`src/rtl/alu_exec_unit_if.sv`:
```
// rtl/alu_exec_unit_if.sv - request/response bundle between the issue stage and alu_exec_unit
interface alu_exec_unit_if #(
  parameter int DATA_WIDTH = 32
);
  logic                  Flush;
  logic                  Valid_In;
  logic                  Ready_Out;
  logic [2:0]            ALU_Ctrl;
  logic                  Sub;
  logic                  Funct7_5;
  logic                  Imm_Op;
  logic [2:0]            Funct3;
  logic [DATA_WIDTH-1:0] Op_A;
  logic [DATA_WIDTH-1:0] Op_B;
  logic                  Valid_Out;
  logic                  Ready_In;
  logic [DATA_WIDTH-1:0] Result;
  logic                  Zero;
  logic                  Branch_Taken;
  logic                  Illegal_Op;

  modport slave (
    input  Flush, Valid_In, ALU_Ctrl, Sub, Funct7_5, Imm_Op, Funct3, Op_A, Op_B, Ready_In,
    output Ready_Out, Valid_Out, Result, Zero, Branch_Taken, Illegal_Op
  );

  modport master (
    output Flush, Valid_In, ALU_Ctrl, Sub, Funct7_5, Imm_Op, Funct3, Op_A, Op_B, Ready_In,
    input  Ready_Out, Valid_Out, Result, Zero, Branch_Taken, Illegal_Op
  );
endinterface

```
`src/rtl/alu_exec_unit.sv`:
```
// rtl/alu_exec_unit.sv - single-issue ALU with bit-serial shifter and valid/ready result handshake
module alu_exec_unit #(
  parameter int DATA_WIDTH = 32
) (
  input logic           CLK,
  input logic           RST,
  alu_exec_unit_if.slave bus
);
  typedef enum logic [1:0] {IDLE, SHIFT, DONE} state_t;

  state_t                state_q, state_d;
  logic [4:0]            cnt_q, cnt_d;
  logic [DATA_WIDTH-1:0] result_q, result_d;
  logic                  br_q, br_d;
  logic                  ill_q, ill_d;
  logic                  left_q, left_d;
  logic                  arith_q, arith_d;

  logic [DATA_WIDTH-1:0] diff, logic_res, alu_res;
  logic                  lt_s, lt_u, slt_bit, logic_ill, br_cond, is_shift, sh_ill, illegal, taken;
  logic [4:0]            amt;

  assign diff    = bus.Op_A - bus.Op_B;
  assign lt_s    = $signed(bus.Op_A) < $signed(bus.Op_B);
  assign lt_u    = bus.Op_A < bus.Op_B;
  assign slt_bit = bus.Funct3[0] ? lt_u : lt_s;
  assign amt     = bus.Op_B[4:0];
  assign sh_ill  = (bus.Funct3 != 3'b001) && (bus.Funct3 != 3'b101);

  always_comb begin
    logic_res = '0;
    logic_ill = 1'b0;
    case (bus.Funct3)
      3'b100:  logic_res = bus.Op_A ^ bus.Op_B;
      3'b110:  logic_res = bus.Op_A | bus.Op_B;
      3'b111:  logic_res = bus.Op_A & bus.Op_B;
      default: logic_ill = 1'b1;
    endcase
  end

  always_comb begin
    br_cond = 1'b0;
    case (bus.Funct3)
      3'b000:  br_cond = (bus.Op_A == bus.Op_B);
      3'b001:  br_cond = (bus.Op_A != bus.Op_B);
      3'b100:  br_cond = lt_s;
      3'b101:  br_cond = !lt_s;
      3'b110:  br_cond = lt_u;
      3'b111:  br_cond = !lt_u;
      default: br_cond = 1'b0;
    endcase
  end

  // Shift ops report Op_A here; a zero amount completes directly with it.
  always_comb begin
    alu_res  = '0;
    illegal  = 1'b0;
    taken    = 1'b0;
    is_shift = 1'b0;
    case (bus.ALU_Ctrl)
      3'b000: alu_res = bus.Sub ? diff : bus.Op_A + bus.Op_B;
      3'b001: alu_res = {{(DATA_WIDTH-1){1'b0}}, slt_bit};
      3'b010: begin alu_res = logic_res; illegal = logic_ill; end
      3'b011: begin
        if (bus.Imm_Op) begin
          alu_res = {{(DATA_WIDTH-1){1'b0}}, slt_bit};
        end else begin
          alu_res  = bus.Op_A;
          illegal  = sh_ill;
          is_shift = !sh_ill;
        end
      end
      3'b100: begin
        if (bus.Imm_Op) begin
          alu_res = logic_res;
          illegal = logic_ill;
        end else begin
          alu_res = diff;
          illegal = (bus.Funct3 == 3'b010) || (bus.Funct3 == 3'b011);
          taken   = br_cond;
        end
      end
      3'b101: begin
        alu_res  = bus.Op_A;
        illegal  = sh_ill;
        is_shift = !sh_ill;
      end
      default: illegal = 1'b1;
    endcase
    if (illegal) begin
      alu_res = '0;
      taken   = 1'b0;
    end
  end

  always_comb begin
    state_d  = state_q;
    cnt_d    = cnt_q;
    result_d = result_q;
    br_d     = br_q;
    ill_d    = ill_q;
    left_d   = left_q;
    arith_d  = arith_q;
    if (bus.Flush) begin
      state_d = IDLE;
      cnt_d   = '0;
    end else begin
      case (state_q)
        IDLE: begin
          if (bus.Valid_In) begin
            result_d = alu_res;
            br_d     = taken;
            ill_d    = illegal;
            left_d   = (bus.Funct3 == 3'b001);
            arith_d  = bus.Funct7_5;
            if (is_shift && amt != 5'd0) begin
              cnt_d   = amt;
              state_d = SHIFT;
            end else begin
              state_d = DONE;
            end
          end
        end
        SHIFT: begin
          if (left_q)       result_d = result_q << 1;
          else if (arith_q) result_d = {result_q[DATA_WIDTH-1], result_q[DATA_WIDTH-1:1]};
          else              result_d = result_q >> 1;
          cnt_d = cnt_q - 5'd1;
          if (cnt_q == 5'd1) state_d = DONE;
        end
        DONE: begin
          if (bus.Ready_In) state_d = IDLE;
        end
        default: state_d = IDLE;
      endcase
    end
  end

  always_ff @(posedge CLK) begin
    if (RST) begin
      state_q  <= IDLE;
      cnt_q    <= '0;
      result_q <= '0;
      br_q     <= 1'b0;
      ill_q    <= 1'b0;
      left_q   <= 1'b0;
      arith_q  <= 1'b0;
    end else begin
      state_q  <= state_d;
      cnt_q    <= cnt_d;
      result_q <= result_d;
      br_q     <= br_d;
      ill_q    <= ill_d;
      left_q   <= left_d;
      arith_q  <= arith_d;
    end
  end

  assign bus.Ready_Out    = (state_q == IDLE);
  assign bus.Valid_Out    = (state_q == DONE);
  assign bus.Result       = result_q;
  assign bus.Zero         = (result_q == '0);
  assign bus.Branch_Taken = br_q;
  assign bus.Illegal_Op   = ill_q;
endmodule
```
`src/flat_wrapper.sv`:
```
// flat-port wrapper written by rule: the top's interface ports become plain ports
module alu_exec_unit_flat 
#(
  parameter int DATA_WIDTH = 32
)
  (CLK, RST, bus_Flush, bus_Valid_In, bus_ALU_Ctrl, bus_Sub, bus_Funct7_5, bus_Imm_Op, bus_Funct3, bus_Op_A, bus_Op_B, bus_Ready_In, bus_Ready_Out, bus_Valid_Out, bus_Result, bus_Zero, bus_Branch_Taken, bus_Illegal_Op);
  alu_exec_unit_if #(.DATA_WIDTH(DATA_WIDTH)) bus_i ();
  input logic CLK;
  input logic RST;
  input wire logic [$bits(bus_i.Flush)-1:0] bus_Flush;
  input wire logic [$bits(bus_i.Valid_In)-1:0] bus_Valid_In;
  input wire logic [$bits(bus_i.ALU_Ctrl)-1:0] bus_ALU_Ctrl;
  input wire logic [$bits(bus_i.Sub)-1:0] bus_Sub;
  input wire logic [$bits(bus_i.Funct7_5)-1:0] bus_Funct7_5;
  input wire logic [$bits(bus_i.Imm_Op)-1:0] bus_Imm_Op;
  input wire logic [$bits(bus_i.Funct3)-1:0] bus_Funct3;
  input wire logic [$bits(bus_i.Op_A)-1:0] bus_Op_A;
  input wire logic [$bits(bus_i.Op_B)-1:0] bus_Op_B;
  input wire logic [$bits(bus_i.Ready_In)-1:0] bus_Ready_In;
  output wire logic [$bits(bus_i.Ready_Out)-1:0] bus_Ready_Out;
  output wire logic [$bits(bus_i.Valid_Out)-1:0] bus_Valid_Out;
  output wire logic [$bits(bus_i.Result)-1:0] bus_Result;
  output wire logic [$bits(bus_i.Zero)-1:0] bus_Zero;
  output wire logic [$bits(bus_i.Branch_Taken)-1:0] bus_Branch_Taken;
  output wire logic [$bits(bus_i.Illegal_Op)-1:0] bus_Illegal_Op;
  assign bus_i.Flush = bus_Flush;
  assign bus_i.Valid_In = bus_Valid_In;
  assign bus_i.ALU_Ctrl = bus_ALU_Ctrl;
  assign bus_i.Sub = bus_Sub;
  assign bus_i.Funct7_5 = bus_Funct7_5;
  assign bus_i.Imm_Op = bus_Imm_Op;
  assign bus_i.Funct3 = bus_Funct3;
  assign bus_i.Op_A = bus_Op_A;
  assign bus_i.Op_B = bus_Op_B;
  assign bus_i.Ready_In = bus_Ready_In;
  assign bus_Ready_Out = bus_i.Ready_Out;
  assign bus_Valid_Out = bus_i.Valid_Out;
  assign bus_Result = bus_i.Result;
  assign bus_Zero = bus_i.Zero;
  assign bus_Branch_Taken = bus_i.Branch_Taken;
  assign bus_Illegal_Op = bus_i.Illegal_Op;
  alu_exec_unit #(.DATA_WIDTH(DATA_WIDTH)) u_core (.CLK(CLK), .RST(RST), .bus(bus_i));
endmodule
```
`config.mk`:
```
export PLATFORM = sky130hd
export DESIGN_NAME = alu_exec_unit_flat
export DESIGN_NICKNAME = d
export VERILOG_FILES = /design/src/rtl/alu_exec_unit_if.sv /design/src/rtl/alu_exec_unit.sv /design/src/flat_wrapper.sv
export SDC_FILE = /design/constraint.sdc
export NUM_CORES = 1
export LEC_CHECK = 0
export ABC_AREA = 1
export CORE_ASPECT_RATIO = 0.6
export CORE_UTILIZATION = 41
export DETAILED_ROUTE_END_ITERATION = 10
export GPL_ROUTABILITY_DRIVEN = 0
export PLACE_DENSITY = 0.61
export SLEW_MARGIN = 40
export SYNTH_ARGS = -nofsm -noshare
export SYNTH_HDL_FRONTEND = slang
export SYNTH_SLANG_ARGS = --single-unit
```
`constraint.sdc`:
```
create_clock -name CLK -period 4.7 [get_ports CLK]
set_input_delay 0.94 -clock CLK [delete_from_list [all_inputs] [get_ports CLK]]
set_output_delay 0.94 -clock CLK [all_outputs]
set_load 0.005 [all_outputs]
```
== Word-level counts from Yosys, hierarchy flattened ==
Cells that the tools add are included.

* Output and inout bits: 37
* Bits of input ports: 78
* Register bits: 43
* Word-level logic and storage cells: 90

* Order comparisons: 2
* Multiplexer cells: 29
* Add/subtract/negate cells: 3
* Reduce and logical (&&, ||, !) cells: 20
* Bitwise gates (word level): 4
* Equal/unequal tests: 24

{| class="wikitable"
|+ Operators by type and width
! kind !! number
|-
| 32-bit 2-to-1 mux || 7
|-
| 32-bit one-hot mux with 6 select lines || 1
|-
| 32-bit one-hot mux with 3 select lines || 1
|-
| 32-bit < comparator || 2
|-
| 32-bit one-hot mux with 2 select lines || 1
|-
| 32-bit adder || 1
|-
| 32-bit AND || 1
|-
| 32-bit equality test || 1
|-
| 32-bit zero test || 1
|-
| 32-bit inequality test || 1
|-
| 32-bit bitwise OR || 1
|-
| 32-bit subtractor || 1
|-
| 32-bit XOR || 1
|-
| 3-bit equality test, second input constant || 6
|-
| 3-bit by 2-bit equality test with 1-bit output, second input constant || 4
|-
| 3-bit AND reduction || 4
|-
| 5-bit 2-to-1 mux || 2
|-
| 5-bit one-hot mux with 2 select lines || 1
|-
| 1-bit 2-to-1 mux || 8
|-
| 2-bit 2-to-1 mux || 4
|-
| 3-bit by 1-bit equality test with 1-bit output, second input constant || 2
|-
| 3-bit zero test || 2
|-
| 1-bit one-hot mux with 6 select lines || 1
|-
| 2-bit one-hot mux with 3 select lines || 1
|-
| other kinds (21) || 27
|}

== Depth between registers and ports, before layout ==
* Depth after elaboration: 9
* Depth in mapped cells: 21

== Least setup slack after synthesis ==
No wires, ideal clock.

* Kind: input port to flip-flop
* Start point: in bus_Op_B[0]
* End point: reg u_core.result_q[14] (netlist: u_core.bus.Result[14])
* Data arrival time: 2634 ps
* Cell stages on the path: 11
* Setup time: 124 ps
* Required time: 4576 ps
* Path slack: 1942 ps
* Cells stage by stage: ha_1 fa_1 nand3_1 nand2_1 a21oi_1 o21ai_1 or2_2 nand3_1 o2111ai_1 nand2_1 a21oi_1

* Word-level cells in the longest chain between the ends: 6
* Elaborated cells between the ends (all ways): 8
* Classes of those cells: add/sub (2); mux (6)

{| class="wikitable"
|+ Ends and longest elaborated chain
! item !! RTL line !! text
|-
| from (decl) || flat_wrapper.sv:18 || <nowiki>input wire logic [$bits(bus_i.Op_B)-1:0] bus_Op_B;</nowiki>
|-
| 32-bit subtractor / 32-bit adder (equally long branches) || alu_exec_unit.sv:23, alu_exec_unit.sv:61 ||
|-
| 32-bit 2-to-1 mux, on equally long branches || alu_exec_unit.sv:74, alu_exec_unit.sv:61 ||
|-
| 32-bit one-hot mux with 6 select lines * || alu_exec_unit.sv:60 || <nowiki>case (bus.ALU_Ctrl)</nowiki>
|-
| 32-bit 2-to-1 mux * || alu_exec_unit.sv:90 || <nowiki>if (illegal) begin</nowiki>
|-
| 32-bit 2-to-1 mux * || alu_exec_unit.sv:110 || <nowiki>if (bus.Valid_In) begin</nowiki>
|-
| 32-bit one-hot mux with 2 select lines * || alu_exec_unit.sv:108 || <nowiki>case (state_q)</nowiki>
|-
| to (signal assigned) || alu_exec_unit.sv:151 || <nowiki>result_q <= result_d;</nowiki>
|-
| to (decl) || alu_exec_unit.sv:13 || <nowiki>logic [DATA_WIDTH-1:0] result_q, result_d;</nowiki>
|}

Mark *: on every way between the ends. The rest lies on a longest branch, timed or not. The select of a mux whose other input is x is not followed.
A chain may end at the register's enable or synchronous reset.

== Worst setup path in the final report ==
* Start point: in bus_Op_B[4]
* End point: reg u_core.result_q[13] (netlist: u_core.bus.Result[13])

Same word-level chain as after synthesis.

==> reports/results.md <==
| Result | Reported | Unit |
|:---|:---|:---|
| DRC violation total after the first TritonRoute iteration | 1648 | - |
| Antenna violations before repair | 0 | - |
| Clock skew after layout | 0.00725 | ns |
| Aggregate global-route resource usage | 33.4 | % |
| Resize count post-CTS | 0 | - |
| Final-layout setup total negative slack | 0 | ns |
| Final-stage net count | 1815 | - |
| Worst setup slack after layout | 0.754 | ns |
| Data arrival time of the critical path | 4.14 | ns |
| Site Rows | 41 | - |
| Cell area after layout | 10400 | µm² |
| Count of TritonRoute iterations in the first routing pass | 11 | - |
| Cts bufs inserted | 5 | - |
| Via count of the first global-routing pass | 9860 | - |
| Detail Route Antenna Nets | 0 | - |
| Root Driver | sky130_fd_sc_hd__clkbuf_16 | - |
| Path type of the worst min-delay path | reg -> reg | - |
| Number of synthesis warnings | 0 | - |
| Ratio of routed vias to standard cells | 5.87 | - |
| DP HPWL | 31.5 | mm |
| Critical Path Source Type | input pin | - |
| Critical path fanouts, max | 9 | - |
| Number of max-cap violations | 0 | - |
| Failing checks | DRC | - |
| Worst setup EP type | register | - |
| Placed Area | 10300 | µm² |
| CTS tree | built | - |
| Outcome | finished, violations left | - |
| Number of synthesized flops with an enable pin | 0 | - |
| Drt wl/cell | 20.1 | µm |
| Setup violations, final | 0 | - |
| Period Utilization, post-route | 84.0 | % |
| Most common cell after layout, fill and taps aside | sky130_fd_sc_hd__nand2_1 | - |
| Growth of design area from synthesis to finish | 15.4 | % |
| Hold_ws | 0.516 | ns |
| H-Tree Level Count | 2 | - |
| Proportion of layout cells with a drive suffix above 1 | 5.74 | % |
| Worst vdd ir | 0.000120 | V |
| Cell count of the worst hold path | 2 | - |
| Depth of the worst register-to-register path | 10 | - |
| DRC violations left | 7 | - |
| Max-slew violation count | 0 | - |
| Number of register bits inferred by synthesis | 43 | - |
| Required time reported for the critical path endpoint | 4.90 | ns |
| Clock latency of the later-clocked register in the worst-skew pair | 0.30 | ns |
| Setup slack after placement | 0.699 | ns |
| Total standard cell area after synthesis | 9010 | µm² |
| Top-area cell type share of the netlist area | 17.0 | % |
| Power density normalized to cell area | 179 | nW/µm² |
| Highest clock rate | 253 | MHz |
| Number of placed cells counting well taps | 1909 | - |
| Area contributors post-synth | sky130_fd_sc_hd__nand2_1 17%, sky130_fd_sc_hd__ha_1 14%, sky130_fd_sc_hd__dfxtp_1 9.5% | - |
| Hold violation total from the final report | 0 | - |
| Post-synthesis async set-or-reset flop share | 0 | % |
| Longest Clk Path Bufs | 2 | - |
| Largest area contributor in the netlist | sky130_fd_sc_hd__nand2_1 | - |
| Unrepaired setup endpoints after global routing | no | - |
| Die boundary width | 193 | µm |
| Largest net degree at the start of global routing | 33 | - |
| Diodes inserted | 0 | - |
| Commonest cells after routing, fill and taps aside | 408 x sky130_fd_sc_hd__nand2_1, 226 x sky130_fd_sc_hd__inv_1, 137 x sky130_fd_sc_hd__nor2_1, 130 x sky130_fd_sc_hd__nand3_1, 118 x sky130_fd_sc_hd__a21oi_1 | - |
| Number of buffers inserted to repair setup after CTS | 0 | - |
| Clock sink total | 43 | - |
| Final min period | 3.95 | ns |
| Yosys cell types | 58 | - |
| Final Instance Count excl. Fillers | 1917 | - |
| Worst setup path class | in -> reg | - |
| Vias | 11200 | - |
| Leakage Power | 4.96 | nW |
| Area enclosed by the die boundary | 22600 | µm² |
| Gr ovfl total | 0 | - |
| Average size of a mapped cell | 5.77 | µm² |
| Dominant synthesized flop cell | sky130_fd_sc_hd__dfxtp_1 | - |
| Post-Route WL | 38.5 | mm |
| Sequential-to-total area share from yosys stat | 9.55 | % |
| Vertical die dimension | 117 | µm |
| Number of buffers added on ports | 114 | - |
| Max-Slew Margin vs Limit | 47.2 | % |
| Number of buffers inserted for hold repair after clock tree synthesis | 0 | - |
| Placeable core region | 21300 | µm² |
| Top-level port count | 115 | - |
| Clk slew on worst S/H paths | 0.07 | ns |
| Starting Density | 42.3 | % |
| Global-route wire length before repair | 57.9 | mm |
| Count of fill cells added during filler insertion | 2295 | - |
| Pin slew with the least headroom to its limit | 0.791 | ns |
| Post-synthesis cell count | 1562 | - |
| Net count of the mapped netlist | 1740 | - |
==> metrics by stage <==
| step | util (%) | total power (W) |
|---|---|---|
| floorplan | - | 0.00108 |
| global placement | 48.2 | 0.00144 |
| detailed placement | 48.2 | 0.00144 |
| CTS | 48.9 | 0.00181 |
| global route | 48.9 | 0.00196 |
| finish | 48.9 | 0.00186 |
==> path summary, 6_finish.rpt <==
| kind | from | slack (ns) | to |
|---|---|---|---|
| worst max-delay path | bus_Op_B[4] | 0.75 | u_core.bus.Result[13] |
| worst min-delay path | u_core.bus.Illegal_Op | 0.52 | u_core.bus.Illegal_Op |
| worst max register to register | u_core.state_q[0] | 1.65 | u_core.bus.Result[20] |
| worst min register to register | u_core.bus.Illegal_Op | 0.52 | u_core.bus.Illegal_Op |
==> cells in the mapped netlist (14+ instances only) <==
cell type	n
sky130_fd_sc_hd__nand3_1	130
sky130_fd_sc_hd__nor2_1	138
sky130_fd_sc_hd__a221oi_1	23
sky130_fd_sc_hd__o211ai_1	16
sky130_fd_sc_hd__nand2_1	408
sky130_fd_sc_hd__nand4_1	16
sky130_fd_sc_hd__a21oi_1	118
sky130_fd_sc_hd__o221ai_1	28
sky130_fd_sc_hd__clkbuf_1	16
sky130_fd_sc_hd__xor2_1	18
sky130_fd_sc_hd__buf_2	22
sky130_fd_sc_hd__a22oi_1	15
sky130_fd_sc_hd__o21ai_0	80
sky130_fd_sc_hd__dfxtp_1	43
sky130_fd_sc_hd__nor3_1	14
sky130_fd_sc_hd__inv_1	228
sky130_fd_sc_hd__ha_1	98
==> layer usage <==
metal,GRT usage [%],routed length [µm]
met3,13.1,6360
met4,5.65,658
met1,49.9,17700
met2,43.8,13800
met5,0,0
==> worst max-delay path, cell delays in order <==
cell,delay (ns)
sky130_fd_sc_hd__clkdlybuf4s50_1,0.59
sky130_fd_sc_hd__inv_1,0.12
sky130_fd_sc_hd__ha_1,0.48
sky130_fd_sc_hd__inv_1,0.16
sky130_fd_sc_hd__a21oi_2,0.20
sky130_fd_sc_hd__nand2_1,0.07
sky130_fd_sc_hd__nand2_1,0.05
sky130_fd_sc_hd__nand3_1,0.23
sky130_fd_sc_hd__nand2_1,0.13
sky130_fd_sc_hd__nand3_1,0.25
sky130_fd_sc_hd__xor2_1,0.23
sky130_fd_sc_hd__nand2_1,0.07
sky130_fd_sc_hd__nand3_1,0.25
sky130_fd_sc_hd__nand3_1,0.16
sky130_fd_sc_hd__nand3_1,0.08
sky130_fd_sc_hd__nand2_1,0.07
sky130_fd_sc_hd__inv_1,0.04
==> registers in the layout (all words and copies together) (netlist names) <==
signal                   cells
u_core.left_q                1
u_core.cnt_q                 5
u_core.bus.Branch_Taken      1
u_core.arith_q               1
u_core.bus.Illegal_Op        1
u_core.bus.Result           32
u_core.state_q               2
==> area by class of cell <==
class	instances	area, µm²	share of cell area [%]
flip-flops and latches	43	861	8.27
well taps	279	349	3.35
multi-input cells	1217	6870	66.0
clock buffers	6	139	1.33
clock inverters	2	13.8	0.132
repair buffers	128	1260	12.1
inverters	242	912	8.76
==> report_power, final <==
| part | leakage [nW] | switching (W) | internal [W] |
|---|---|---|---|
| sequential | 0.352 | 0.0000298 | 0.000385 |
| clock | 0.0772 | 0.000162 | 0.000213 |
| combinational | 4.54 | 0.000707 | 0.000362 |
==> cell families after synthesis <==
kind of cell             count (synthesis)  synth area share [%]
AND/OR/NAND/NOR                        757                  36.3
XOR/XNOR                                18                  1.75
buffers and inverters                  302                  14.2
AO/OA/AOI/OAI                          342                  24.2
adder cells (fa/ha/maj)                100                  14.0
flip-flops                              43                  9.55
Power figures use the tool's default switching activity.
